`src/rtl/memr_sweep_controller.sv`:
```
// rtl/memr_sweep_controller.sv - one-row-in-flight read/update/write-back sweep over memR rows
module memr_sweep_controller #(
    parameter int element_width = 32,
    parameter int no_of_units   = 8,
    parameter int address_width = 20
) (
    input  logic                                   clk,
    input  logic                                   reset,
    input  logic                                   start,
    input  logic [address_width-1:0]               row_base,
    input  logic [address_width-1:0]               row_count,
    output logic                                   busy,
    output logic                                   finish,
    output logic [address_width-1:0]               mem_read_address,
    input  logic [element_width*no_of_units-1:0]   memory_output,
    output logic                                   mem_write_enable,
    output logic [address_width-1:0]               mem_write_address,
    output logic [element_width*no_of_units-1:0]   mem_input_data,
    output logic                                   op_valid,
    input  logic                                   op_ready,
    output logic [element_width*no_of_units-1:0]   op_data,
    output logic [address_width-1:0]               op_row,
    input  logic                                   res_valid,
    output logic                                   res_ready,
    input  logic [element_width*no_of_units-1:0]   res_data
);

    localparam int W = element_width * no_of_units;
    localparam logic [address_width-1:0] IDX_ONE = 1;

    typedef enum logic [2:0] {
        S_IDLE,
        S_LOAD,
        S_OFFER,
        S_WAIT,
        S_WRITE,
        S_DONE
    } state_t;

    state_t                   state_q, state_d;
    logic [address_width-1:0] base_q, base_d;
    logic [address_width-1:0] count_q, count_d;
    logic [address_width-1:0] idx_q, idx_d;
    logic [address_width-1:0] rd_addr_q, rd_addr_d;
    logic [address_width-1:0] wr_addr_q, wr_addr_d;
    logic [W-1:0]             op_data_q, op_data_d;
    logic [W-1:0]             wr_data_q, wr_data_d;
    logic [address_width-1:0] idx_next;

    assign idx_next = idx_q + IDX_ONE;

    always_comb begin
        state_d   = state_q;
        base_d    = base_q;
        count_d   = count_q;
        idx_d     = idx_q;
        rd_addr_d = rd_addr_q;
        wr_addr_d = wr_addr_q;
        op_data_d = op_data_q;
        wr_data_d = wr_data_q;
        case (state_q)
            S_IDLE: begin
                if (start) begin
                    base_d    = row_base;
                    count_d   = row_count;
                    idx_d     = '0;
                    rd_addr_d = row_base;
                    state_d   = (row_count == '0) ? S_DONE : S_LOAD;
                end
            end
            S_LOAD: begin
                op_data_d = memory_output;
                wr_addr_d = rd_addr_q;
                state_d   = S_OFFER;
            end
            S_OFFER: begin
                if (op_ready) begin
                    state_d = S_WAIT;
                end
            end
            S_WAIT: begin
                if (res_valid) begin
                    wr_data_d = res_data;
                    // Move the read port to the next row so it never aliases the row being written.
                    rd_addr_d = base_q + idx_next;
                    state_d   = S_WRITE;
                end
            end
            S_WRITE: begin
                idx_d   = idx_next;
                state_d = (idx_next == count_q) ? S_DONE : S_LOAD;
            end
            S_DONE: begin
                state_d = S_IDLE;
            end
            default: begin
                state_d = S_IDLE;
            end
        endcase
    end

    always_ff @(posedge clk or posedge reset) begin
        if (reset) begin
            state_q   <= S_IDLE;
            base_q    <= '0;
            count_q   <= '0;
            idx_q     <= '0;
            rd_addr_q <= '0;
            wr_addr_q <= '0;
            op_data_q <= '0;
            wr_data_q <= '0;
        end else begin
            state_q   <= state_d;
            base_q    <= base_d;
            count_q   <= count_d;
            idx_q     <= idx_d;
            rd_addr_q <= rd_addr_d;
            wr_addr_q <= wr_addr_d;
            op_data_q <= op_data_d;
            wr_data_q <= wr_data_d;
        end
    end

    assign busy              = (state_q != S_IDLE);
    assign finish            = (state_q == S_DONE);
    assign mem_write_enable  = (state_q == S_WRITE);
    assign op_valid          = (state_q == S_OFFER);
    assign res_ready         = (state_q == S_WAIT);
    assign mem_read_address  = rd_addr_q;
    assign mem_write_address = wr_addr_q;
    assign mem_input_data    = wr_data_q;
    assign op_data           = op_data_q;
    assign op_row            = idx_q;

endmodule
```
`config.mk`:
```
export PLATFORM = sky130hd
export DESIGN_NAME = memr_sweep_controller
export DESIGN_NICKNAME = d
export VERILOG_FILES = /design/src/rtl/memr_sweep_controller.sv
export SDC_FILE = /design/constraint.sdc
export NUM_CORES = 1
export LEC_CHECK = 0
export BUFFER_PORTS_ARGS = -buffer_cell sky130_fd_sc_hd__buf_2
export CAP_MARGIN = 20
export CORE_AREA = 2 2 442 444
export CTS_CLUSTER_SIZE = 20
export DETAILED_ROUTE_END_ITERATION = 6
export DIE_AREA = 0 0 444 446
export HOLD_SLACK_MARGIN = 0.05
export PLACE_DENSITY_LB_ADDON = 0.12
export SLEW_MARGIN = 20
export SYNTH_ARGS = -nofsm -noshare
export SYNTH_HDL_FRONTEND = slang
export SYNTH_SLANG_ARGS = --single-unit
export TNS_END_PERCENT = 1
```
`constraint.sdc`:
```
create_clock -name clk -period 24.1 [get_ports clk]
set_input_delay 3.615 -clock clk [delete_from_list [all_inputs] [get_ports clk]]
set_output_delay 3.615 -clock clk [all_outputs]
set_load 0.01 [all_outputs]
```
==> results of run 1 <==
## worst max-delay path, delay by kind of cell
| kind | cells | cell delay [ns] |
|---|---|---|
| buf+inv | 6 | 3.67 |
## logic make-up (layout without fill, tap and decap cells)
| group | Yosys count | after routing | synth area share |
|---|---|---|---|
| and+or+nand+nor | 1060 | 1060 | 0.167 |
| other | 0 | 13 | 0 |
| adders and majority gates | 25 | 25 | 0.0128 |
| AOI/OAI and AO/OA | 141 | 141 | 0.0359 |
| muxes | 279 | 279 | 0.126 |
| xor gates and xnor gates | 50 | 50 | 0.0179 |
| buffers and inverters | 135 | 1328 | 0.0238 |
| DFF | 615 | 615 | 0.617 |
## where the power goes
part / switching (mW) / internal, mW
Sequential: 0.295 / 1.53
Combinational: 1.14 / 0.803
Clock: 0.531 / 0.775
## path summary, 6_finish.rpt
kind | startpoint | to | slack [ns] | depth (start not counted)
min | mem_input_data[213]$_DFFE_PP0P_ | mem_input_data[213]$_DFFE_PP0P_ | 0.47 | 2
min in group asynchronous | reset | op_data[48]$_DFFE_PP0P_ | 3.03 | 2
max | reset | mem_input_data[180]$_DFFE_PP0P_ | 17.22 | 6
min reg2reg | mem_input_data[213]$_DFFE_PP0P_ | mem_input_data[213]$_DFFE_PP0P_ | 0.47 | 2
max in group clk | res_valid | mem_input_data[20]$_DFFE_PP0P_ | 17.47 | 8
max reg2reg | state_q[0]$_DFFE_PP0P_ | op_data[31]$_DFFE_PP0P_ | 18.85 | 8
## metrics by stage
step           hold WS (ns)  cells  area [um^2]
3_3_place_gp          0.453   5888        33500
3_5_place_dp          0.456   5888        33500
6_report              0.466   6053        36400
5_1_grt               0.489   6048        36400
4_1_cts               0.472   6040        36400
2_1_floorplan         0.450   2305        24900
## area by class of cell
cell class                      count  share of cell area
Sequential cell                   615               0.423
Tap cell                         2542              0.0874
Antenna cell                       13            0.000894
Multi-Input combinational cell   1555               0.247
Inverter                           16             0.00186
Clock buffer                      121              0.0674
Clock inverter                     31              0.0108
Timing Repair Buffer             1160               0.162
## cell usage in the layout, fill, tap and decap left out, types with 8 or more instances in the layout
master,n
mux2_2,276
ha_1,24
clkbuf_1,17
inv_1,14
buf_4,25
a21oi_1,37
nor2_1,45
nor4_1,8
nand3_1,22
xor2_1,20
clkinv_2,14
o31ai_1,9
dfrtp_1,615
nand2_1,936
clkbuf_8,19
o21ai_0,44
and3_1,13
clkbuf_16,85
diode_2,13
buf_2,1133
xnor2_1,29
a31oi_1,9
## sequential cells by signal, indices dropped and copies added (netlist names)
name               cells
mem_write_address     20
count_q               20
base_q                20
mem_read_address      20
mem_input_data       256
op_row                20
op_data              256
state_q                3
## routing by layer
metal | vias to the layer above | routed length (um)
met5 | - | 204
met4 | 32 | 3500
li1 | 9797 | -
met3 | 217 | 9330
met1 | 10000 | 47400
met2 | 775 | 62400
==> reports/qor.yml, run 1 <==
run_status:
  run_status: "finished, final reports clean"
synth:
  synth-edff-count: 0
  synth.ff_latch_count: 615
  synthDominantAreaCellType: "dfrtp_1"
  synth_top_flop_cell: "dfrtp_1"
  netlist-cell-type-count: 66
  synth.yosys.warnings: 0
  postSynthCellCount: 2305
  netlist_top_cells_count: "938 x nand2_1, 615 x dfrtp_1, 276 x mux2_2"
  synth_top_cells_by_area: "dfrtp_1 62%, nand2_1 14%, mux2_2 12%, buf_2 1.2%, ha_1 1.2%"
  postSynth.asyncResetShare: 1.00
  post-synth-top-count-cell: "nand2_1"
  ys_seq_area_frac: 0.617
  syn-mean-instance-area_um2: 10.8
  netlist_area_um2: 24900
  yosys.area.top_type_share: 0.617
  synth.net_count: 2887
global_route:
  use_met3: 0.0416
  globalRouteMet1Util: 0.135
  first_pass_grt_wire_length_mm: 170
  gr-usage-met2: 0.211
  initial_antenna_violation_count: 60
  grt-ovfl-total: 0
  grt-busiest-layer: "met2"
  grt_start_max_net_pins: 189
  total_global_routing_track_utilization: 0.120
  first_global_vias: 21600
timing:
  setup_ws_ns: 17.22
  layout_min_cycle_time_ns: 6.88
  final-hold-violation-count: 0
  final_max_slew_violation_count: 0
  finalSetupTns_ns: 0
  finalSetupViolations: 0
  worst_clock_skew_ns: 0.0296
  finalCritPeriodShare: 0.285
  worst_slew_margin_rel: 0.324
  grt_setup_unrepaired: "no"
  fmaxAchievable_mhz: 145
  worst_slew_pin_slew_ns: 1.01
die:
  num_rows: 162
  design.die.area_um2: 198000
  ioPinCount: 1134
  fp.dieH_um: 446
  core_um2: 194000
  initial_utilization: 0.129
  die_w_um: 444
routing:
  route.antenna.remaining_nets: 0
  detail_route.wl_per_cell_um: 20.3
  finalWirelength_mm: 123
  remaining_drc_errors: 0
  drt_first_pass_iters: 7
  drt_first_iter_violations: 1170
  vias_per_cell: 3.44
  num_vias: 20800
clocking:
  cts_tree: "built"
  cts_root_buffer: "clkbuf_16"
  cts_made_buffers: 85
  postCtsHoldBufs: 0
  cts_htree_levels: 3
  cts.repair.resized: 0
  clk_path_buf_depth: 3
  clk_transition_reported_paths_ns: 0.06
  worst_skew_pair.late_latency_ns: 0.69
  cts.sinks: 615
  cts_post_setup_buffers_inserted: 0
setup_path:
  crit_arrival_ns: 7.56
  path_cells: "buf_2 -> inv_8 -> buf_4 -> buf_4 -> buf_4 -> buf_4"
  worstSetupPathType: "in -> async"
  critical_path.most_common_cell: "buf_4"
  worstPathRequired_ns: 24.78
  maximum_fanout_along_the_worst_path: 90
  max_stage_delay_ns: 0.85
  crit_path_end_kind: "async pin"
  critical_path.startpoint_type: "input port"
  timing.critical_path.slowest_stage_cell: "buf_4"
layout:
  final.fill_count: 21700
  design.final.nets: 4015
  multi_input_logic_area_um2: 8990
  drive_above_1_share: 0.456
  register_area_um2: 15400
  postLayoutCoreUtil: 0.188
  area.growth.synth_to_final_pct: 45.9
power_and_ir_drop:
  power.ir.vdd_worst_mv: 0.0507
  power-per-cell-area_nw_per_um2: 139
  total_power_mw: 5.07
  static_leakage_power_nw: 18.4
placement:
  io_buffers: 1133
  gpl.final_weighted_congestion: 0.776
  hpwl_mm: 94.6
  pre_cts_ws_ns: 16.13
flow_run:
  max_cap_check_violation_count: 0
hold_path:
  hp-class: "reg -> reg"
No activity file was read; power rests on OpenSTA's default activity.
==> run 2, diff against run 1 <==
--- a/config.mk
+++ b/config.mk
@@ -5,12 +5,13 @@
 export SDC_FILE = /design/constraint.sdc
 export NUM_CORES = 1
 export LEC_CHECK = 0
+export ABC_AREA = 1
 export BUFFER_PORTS_ARGS = -buffer_cell sky130_fd_sc_hd__buf_2
 export CAP_MARGIN = 20
-export CORE_AREA = 2 2 442 444
+export CORE_AREA = 2 2 443 445
 export CTS_CLUSTER_SIZE = 20
 export DETAILED_ROUTE_END_ITERATION = 6
-export DIE_AREA = 0 0 444 446
+export DIE_AREA = 0 0 445 447
 export HOLD_SLACK_MARGIN = 0.05
 export PLACE_DENSITY_LB_ADDON = 0.12
 export SLEW_MARGIN = 20
==> constraint.sdc (replaced) <==
create_clock -name clk -period 6.75 [get_ports clk]
set_input_delay 1.0125 -clock clk [delete_from_list [all_inputs] [get_ports clk]]
set_output_delay 1.0125 -clock clk [all_outputs]
set_load 0.01 [all_outputs]
==> run 2 against run 1 <==
Compared with the run above:
- largest cell class unchanged
- setup slack worse by 14 ns
- area after synthesis is 0.80% higher
- via count is 4.8% higher
- die area is 0.45% higher
- count of clock-buffer cells in the layout is 4 higher
- non-clock buffer count stayed put
- combinational power grew to 3.7 times the previous value
- worst hold slack worse by 0.055 ns
- cell area is 0.47% higher
- power grew to 3.5 times the previous value
- core utilization hardly changed
==> reports/qor.yml, run 2 <==
die:
  initial_utilization: 0.130  # was 0.129
  design.die.area_um2: 199000  # was 198,000 um^2
  fp.dieH_um: 447  # was 446 um
  die_w_um: 445  # was 444 um
  ioPinCount: 1134  # unchanged
  num_rows: 162  # unchanged
  core_um2: 194000  # about the same
routing:
  vias_per_cell: 3.50  # was 3.44
  drt_first_pass_iters: 5  # was 7
  finalWirelength_mm: 135  # was 123 mm
  num_vias: 21800  # was 20,800
  remaining_drc_errors: 0  # unchanged
  route.antenna.remaining_nets: 0  # unchanged
  detail_route.wl_per_cell_um: 21.6  # was 20.3 um
  drt_first_iter_violations: 1218  # was 1,170
power_and_ir_drop:
  power-per-cell-area_nw_per_um2: 490  # was 139 nW/um^2
  switching_share: 0.395  # was 0.388
  power_frac_seq: 0.354  # was 0.359
  total_power_mw: 17.9  # was 5.07 mW
  power.switching_mw: 7.09  # was 1.97 mW
  static_leakage_power_nw: 18.8  # was 18.4 nW
  share_comb_of_total_power: 0.395  # was 0.383
  power.ir.vdd_worst_mv: 0.245  # was 0.0507 mV
  intPower_mw: 10.8  # was 3.10 mW
  pwr-share-clk: 0.250  # was 0.257
timing:
  worst_slew_margin_rel: 0.334  # was 0.324
  finalSetupViolations: 0  # unchanged
  worst_slew_pin_slew_ns: 0.998  # was 1.01 ns
  fmaxAchievable_mhz: 281
  layout_min_cycle_time_ns: 3.56
  final-hold-violation-count: 0  # unchanged
  finalCritPeriodShare: 0.527
  smallest_hold_slack_ns: 0.411  # was 0.466 ns
  worst_clock_skew_ns: 0.0263  # was 0.0296 ns
  final_max_slew_violation_count: 0  # unchanged
  grt_setup_unrepaired: "no"  # unchanged
  setup_ws_ns: 3.19  # was 17.22 ns
setup_path:
  worstSetupPathType: "reg -> reg"  # was in -> async
  critical_path.startpoint_type: "register"  # was input port
  timing.critical_path.slowest_stage_cell: "dfrtp_1"  # was buf_4
  crit_path_end_kind: "register"  # was async pin
  worst_setup_sp: "op_row[0]$_DFFE_PP0P_"  # was reset
  path_cells: "ha_1 -> nand2_2 -> nor2_4 -> nand2_1 -> nand2_1 -> inv_1 -> ha_1 -> a21oi_1 -> a21boi_0 -> o21ai_0 -> a21oi_1 -> nor2_1 -> o21ai_0 -> o21ai_0"  # was buf_2 -> inv_8 -> buf_4 -> buf_4 -> buf_4 -> buf_4
  worstPathRequired_ns: 7.30  # was 24.78 ns
  critical_path.most_common_cell: "o21ai_0"  # was buf_4
  crit_arrival_ns: 4.11  # was 7.56 ns
  worstReg2RegStart: "op_row[0]$_DFFE_PP0P_"  # was state_q[0]$_DFFE_PP0P_
  max_stage_delay_ns: 0.58  # was 0.85 ns
  setup.reg_to_reg.worst_slack_ns: 3.19  # was 18.85 ns
  maximum_fanout_along_the_worst_path: 11  # was 90
synth:
  ys_seq_area_frac: 0.612  # was 0.617
  post-synth-top-count-cell: "nand2_1"  # unchanged
  netlist_area_um2: 25100  # was 24,900 um^2
  synth-xor-area-share: 0.00343  # was 0.0179
  synth.mux.area_fraction: 0.115  # was 0.126
  synth_fa_ha_area_frac: 0.0127  # was 0.0128
  syn-mean-instance-area_um2: 10.2  # was 10.8 um^2
  postSynth.asyncResetShare: 1.00  # unchanged
  synthesized_area_fraction_occupied_by_and_or_nand_nor_cells: 0.182  # was 0.167
  synth.ff_latch_count: 615  # unchanged
  synthDominantAreaCellType: "dfrtp_1"  # unchanged
  netlist-cell-type-count: 40  # was 66
  compound_gate_fraction_of_synth_area: 0.0373  # was 0.0359
  synth.yosys.warnings: 0  # unchanged
  synth-edff-count: 0  # unchanged
  synth.net_count: 3057  # was 2,887
  synth_top_flop_cell: "dfrtp_1"  # unchanged
  synth_top_cells_by_area: "dfrtp_1 61%, nand2_1 15%, mux2_2 12%, o21ai_0 2.0%, inv_1 1.7%"  # was dfrtp_1 62%, nand2_1 14%, mux2_2 12%, buf_2 1.2%, ha_1 1.2%
  netlist_top_cells_count: "1,012 x nand2_1, 615 x dfrtp_1, 257 x mux2_2"  # was 938 x nand2_1, 615 x dfrtp_1, 276 x mux2_2
  postSynthCellCount: 2475  # was 2,305
  synth_top_family_by_area: "simple AND/OR/NAND/NOR gates"  # unchanged
  yosys.area.top_type_share: 0.612  # was 0.617
hold_path:
  hp-class: "in -> async"  # was reg -> reg
layout:
  area.growth.synth_to_final_pct: 45.5  # was 45.9%
  drive_above_1_share: 0.429  # was 0.456
  final_common_cell: "buf_2"  # unchanged
  layout_common_cells: "1,133 x buf_2, 1,011 x nand2_1, 615 x dfrtp_1"  # was 1,133 x buf_2, 936 x nand2_1, 615 x dfrtp_1
  postLayoutCoreUtil: 0.188  # about the same
  design.final.nets: 4198  # was 4,015
global_route:
  grt_start_max_net_pins: 122  # was 189
  total_global_routing_track_utilization: 0.130  # was 0.120
  grt-ovfl-total: 0  # unchanged
  initial_antenna_violation_count: 82  # was 60
  first_pass_grt_wire_length_mm: 182  # was 170 mm
  first_global_vias: 22400  # was 21,600
clocking:
  cts.repair.resized: 0  # unchanged
  cts_htree_levels: 3  # unchanged
  cts.sinks: 615  # unchanged
  worst_skew_pair.late_latency_ns: 0.69  # about the same
  clk_path_buf_depth: 3  # unchanged
  cts_made_buffers: 86  # was 85
  cts_post_setup_buffers_inserted: 0  # unchanged
  postCtsHoldBufs: 0  # unchanged
  clk_transition_reported_paths_ns: 0.06  # about the same
  cts_tree: "built"  # unchanged
  cts_root_buffer: "clkbuf_16"  # unchanged
placement:
  io_buffers: 1133  # unchanged
  hpwl_mm: 107  # was 94.6 mm
  pre_cts_ws_ns: 2.57  # was 16.13 ns
  gpl.final_weighted_congestion: 0.819  # was 0.776
flow_run:
  max_cap_check_violation_count: 0  # unchanged
run_status:
  run_status: "finished, final reports clean"  # unchanged
==> run 2: changes by cell type in the layout (fill, tap and decap cells not counted), moves of 9 or more <==
| cell | previous run | this run |
|---|---|---|
| xor2_1 | 20 | 5 |
| mux2_2 | 276 | 257 |
| xnor2_1 | 29 | 3 |
| nor2_1 | 45 | 54 |
| and3_1 | 13 | 1 |
| nand3_1 | 22 | 49 |
| o31ai_1 | 9 | 0 |
| o22ai_1 | 1 | 15 |
| inv_1 | 14 | 114 |
| o21ai_0 | 44 | 102 |
| nand2_1 | 936 | 1011 |
==> run 2: worst max-delay path: cells and delay by family (launching register included) <==
kind	cells	cell delay [ns]
flops	1	0.58
buf+inv	1	0.06
compound gates	6	1.57
fa+ha+maj	2	0.60
simple gates	5	0.60
==> run 2: cell type report <==
type                    count  area [um^2]
repair buffers           1160         5940
inverters                 124          477
diodes                     10         25.0
flip-flops and latches    615        15400
clock inverters            26          251
fillers                 21900       158000
clock buffers             125         2480
multi-input cells        1629         8840
well taps                2542         3180
==> run 2: final timing paths <==
check,to,cells after the start
min reg2reg,mem_input_data[179]$_DFFE_PP0P_,2
min,mem_input_data[116]$_DFFE_PP0P_,2
max in group asynchronous,op_data[97]$_DFFE_PP0P_,4
min in group clk,mem_input_data[179]$_DFFE_PP0P_,2
max,mem_read_address[13]$_DFFE_PP0P_,14
max reg2reg,mem_read_address[13]$_DFFE_PP0P_,14
==> run 2: cell families (layout without fill, tap and decap cells) <==
group | after synthesis | count (layout)
AND/OR/NAND/NOR | 1164 | 1164
flip-flops | 615 | 615
multiplexers | 257 | 257
buffers and inverters | 231 | 1435
AO/OA/AOI/OAI | 174 | 174
adder cells (fa/ha/maj) | 25 | 25
XOR/XNOR | 9 | 9
other | 0 | 10
==> run 2: per-layer routing <==
layer  global-route usage  up-vias  wire [um]
met5                    0        -        652
met4               0.0422      104       4230
met3               0.0630      274      13200
met2                0.216      747      65000
met1                0.146    10500      51600
li1                     -    10200          -
==> run 2: through the flow <==
stage	std cells	area (um^2)	setup TNS [ns]
floorplan	2475	25200	-1633.16
global placement	6070	33800	0
detailed placement	6070	33800	0
CTS	6221	36600	0
global route	6227	36600	0
finish	6231	36600	0
==> run 2: power groups by stage <==
stage | logic, mW | clock network, mW | registers [mW]
after floorplan | 2.99 | 0 | 7.05
after global placement | 7.35 | 0 | 6.38
after detailed placement | 7.34 | 0 | 6.41
after CTS | 7.35 | 4.72 | 6.37
after global routing | 7.78 | 4.86 | 6.57
final | 7.09 | 4.49 | 6.35
==> run 3, diff against run 2 <==
==> constraint.sdc (replaced) <==
create_clock -name clk -period 3.6 [get_ports clk]
set_input_delay 0.54 -clock clk [delete_from_list [all_inputs] [get_ports clk]]
set_output_delay 0.54 -clock clk [all_outputs]
set_load 0.01 [all_outputs]
==> run 3 against run 2 <==
Compared with the run above:
- cell area rose by 15%
- critical path type unchanged
- critical endpoint is now mem_read_address[19]$_DFFE_PP0P_
- setup slack got worse by 2.9 ns
- die area is the same
- non-clock buffer count increased by 536
- maximum frequency up 6.1%
- first-iteration DRC count shrank 4.6%
- count of clock-buffer cells in the layout shrank 3
- global-route usage rose by 0.36 points
- clock power increased by 93%
==> reports/qor.yml, run 3 (synthesis results as in run 2) <==
timing:
  worst_slew_margin_rel: 0.425  # was 0.334
  smallest_hold_slack_ns: 0.133  # was 0.411 ns
  finalSetupViolations: 0  # unchanged
  setup_ws_ns: 0.249  # was 3.19 ns
  layout_min_cycle_time_ns: 3.35  # was 3.56 ns
  final-hold-violation-count: 0  # unchanged
  final_max_slew_violation_count: 0  # unchanged
  worst_slew_pin_slew_ns: 0.855  # was 0.998 ns
  grt_setup_unrepaired: "no"  # unchanged
  fmaxAchievable_mhz: 298  # was 281 MHz
  finalCritPeriodShare: 0.931  # was 0.527
  worst_clock_skew_ns: 0.0465  # was 0.0263 ns
placement:
  pre_cts_ws_ns: 0.0925  # was 2.57 ns
  gpl.final_weighted_congestion: 0.848  # was 0.819
  hpwl_mm: 109  # was 107 mm
  io_buffers: 1133  # unchanged
die:
  core_um2: 194000  # unchanged
  fp.dieH_um: 447  # unchanged
  design.die.area_um2: 199000  # unchanged
  ioPinCount: 1134  # unchanged
  num_rows: 162  # unchanged
  die_w_um: 445  # unchanged
  initial_utilization: 0.130  # unchanged
setup_path:
  max_stage_delay_ns: 0.45  # was 0.58 ns
  critical_path_buffers_and_inverters: 1  # unchanged
  crit_path_end_kind: "register"  # unchanged
  critical_path.reg2reg.endpoint: "mem_read_address[19]$_DFFE_PP0P_"  # was mem_read_address[13]$_DFFE_PP0P_
  worst_setup_sp: "op_row[1]$_DFFE_PP0P_"  # was op_row[0]$_DFFE_PP0P_
  worstReg2RegStart: "op_row[1]$_DFFE_PP0P_"  # was op_row[0]$_DFFE_PP0P_
  crit_path_leading_delay_family: "simple AND/OR/NAND/NOR gates"  # was compound AO/OA/AOI/OAI gates
  critical_path.most_common_cell: "o21ai_0"  # unchanged
  crit_arrival_ns: 3.90  # was 4.11 ns
  worstPathRequired_ns: 4.15  # was 7.30 ns
  critical_path.startpoint_type: "register"  # unchanged
  worstSetupPathType: "reg -> reg"  # unchanged
  path_cells: "ha_1 -> nand2_2 -> nor2_4 -> nand3b_1 -> inv_2 -> nand3_2 -> xor2_1 -> ha_1 -> a21oi_1 -> o21ai_0 -> a21oi_1 -> nand3_1 -> nand3_1 -> nand2_1 -> o21ai_0 -> o21ai_0"  # was ha_1 -> nand2_2 -> nor2_4 -> nand2_1 -> nand2_1 -> inv_1 -> ha_1 -> a21oi_1 -> a21boi_0 -> o21ai_0 -> a21oi_1 -> nor2_1 -> o21ai_0 -> o21ai_0
  setup.reg_to_reg.worst_slack_ns: 0.25  # was 3.19 ns
  maximum_fanout_along_the_worst_path: 7  # was 11
  timing.critical_path.slowest_stage_cell: "dfrtp_1"  # unchanged
  r2r_cells: 16  # was 14
clocking:
  worst_skew_pair.late_latency_ns: 0.72  # was 0.69 ns
  cts_htree_levels: 3  # unchanged
  cts.sinks: 615  # unchanged
  cts_tree: "built"  # unchanged
  clk_transition_reported_paths_ns: 0.06  # about the same
  clk_path_buf_depth: 3  # unchanged
  cts_made_buffers: 83  # was 86
  cts_root_buffer: "clkbuf_16"  # unchanged
layout:
  design.final.nets: 4731  # was 4,198
  layout_common_cells: "1,133 x buf_2, 1,012 x nand2_1, 614 x dfrtp_1"  # was 1,133 x buf_2, 1,011 x nand2_1, 615 x dfrtp_1
  final_common_cell: "buf_2"  # unchanged
  drive_above_1_share: 0.379  # was 0.429
  area.growth.synth_to_final_pct: 67.2  # was 45.5%
global_route:
  total_global_routing_track_utilization: 0.134  # was 0.130
  initial_antenna_violation_count: 47  # was 82
  grt-ovfl-total: 0  # unchanged
  first_pass_grt_wire_length_mm: 192  # was 182 mm
  grt_start_max_net_pins: 122  # unchanged
  first_global_vias: 25200  # was 22,400
power_and_ir_drop:
  pwr-share-clk: 0.250  # about the same
  power.switching_mw: 13.7  # was 7.09 mW
  power-per-cell-area_nw_per_um2: 825  # was 490 nW/um^2
  power.ir.vdd_worst_mv: 0.381  # was 0.245 mV
  switching_share: 0.395  # about the same
  intPower_mw: 21.0  # was 10.8 mW
  power_frac_seq: 0.344  # was 0.354
  static_leakage_power_nw: 21.1  # was 18.8 nW
  share_comb_of_total_power: 0.406  # was 0.395
  total_power_mw: 34.7  # was 17.9 mW
run_status:
  run_status: "finished, final reports clean"  # unchanged
hold_path:
  timing.hold.worst_path_depth: 3
  min_to: "mem_input_data[30]$_DFFE_PP0P_"
  holdCritStartpoint: "res_data[30]"
  hp-class: "in -> reg"  # was in -> async
routing:
  remaining_drc_errors: 0  # unchanged
  num_vias: 23700  # was 21,800
  route.antenna.remaining_nets: 0  # unchanged
  finalWirelength_mm: 138  # was 135 mm
  drt_first_iter_violations: 1162  # was 1,218
  detail_route.wl_per_cell_um: 20.3  # was 21.6 um
  vias_per_cell: 3.50  # about the same
  drt_first_pass_iters: 5  # unchanged
flow_run:
  max_cap_check_violation_count: 0  # unchanged
## run 3: metrics by stage
step,area (um^2),utilization,TNS (ns),std cells
floorplan,25200,-,-3279.82,2475
global placement,34100,0.175,0,6091
detailed placement,34100,0.175,0,6091
CTS,42000,0.216,0,6756
global route,42000,0.216,0,6769
finish,42100,0.217,0,6776
## run 3: worst max-delay path by stage
stage / end / slack, ns / cells past startpoint
6_report: mem_read_address[19]$_DFFE_PP0P_ / 0.25 / 16
5_1_grt: mem_read_address[19]$_DFFE_PP0P_ / 0.003 / 18
4_1_cts: mem_read_address[13]$_DFFE_PP0P_ / 0.06 / 14
2_1_floorplan: base_q[0]$_DFFE_PP0P_ / -5.33 / 1
3_3_place_gp: mem_read_address[13]$_DFFE_PP0P_ / 0.13 / 14
3_5_place_dp: mem_read_address[13]$_DFFE_PP0P_ / 0.09 / 14
## run 3: per-layer routing
metal	part of all wire	track usage
met1	0.42	0.164
met2	0.48	0.225
met3	0.068	0.0404
met4	0.027	0.0418
met5	0.0019	0
## run 3: final cells by class
class	instances	area (um^2)
Antenna cell	20	50.0
Clock buffer	122	2400
Clock inverter	28	369
Fill cell	21600	152000
Inverter	124	477
Multi-Input combinational cell	1629	8850
Sequential cell	615	15400
Tap cell	2542	3180
Timing Repair Buffer	1696	11300
## run 3: timing repair
item / 4_1_cts / 5_1_grt
hold buffers: 515 / 0
setup endpoints to repair: 0 / 3
gates resized for setup: 0 / 4
hold endpoints to repair: 521 / 0
buffers inserted: 0 / 0
## run 3: worst reg2reg max path, delay by kind of cell (launching register included)
kind	cells	cell delay, ns
flip-flops	1	0.45
AND/OR/NAND/NOR	7	1.02
AO/OA/AOI/OAI	5	0.70
adder cells (fa/ha/maj)	2	0.59
XOR/XNOR	1	0.32
buffers and inverters	1	0.09
## run 3: power groups by stage
| stage | Clock (mW) | Sequential (mW) | Combinational, mW |
|---|---|---|---|
| floorplan | 0 | 13.2 | 5.61 |
| global placement | 0 | 12.0 | 14.1 |
| detailed placement | 0 | 12.0 | 14.1 |
| CTS | 9.07 | 12.0 | 14.6 |
| global route | 9.32 | 12.4 | 15.4 |
| finish | 8.67 | 11.9 | 14.1 |
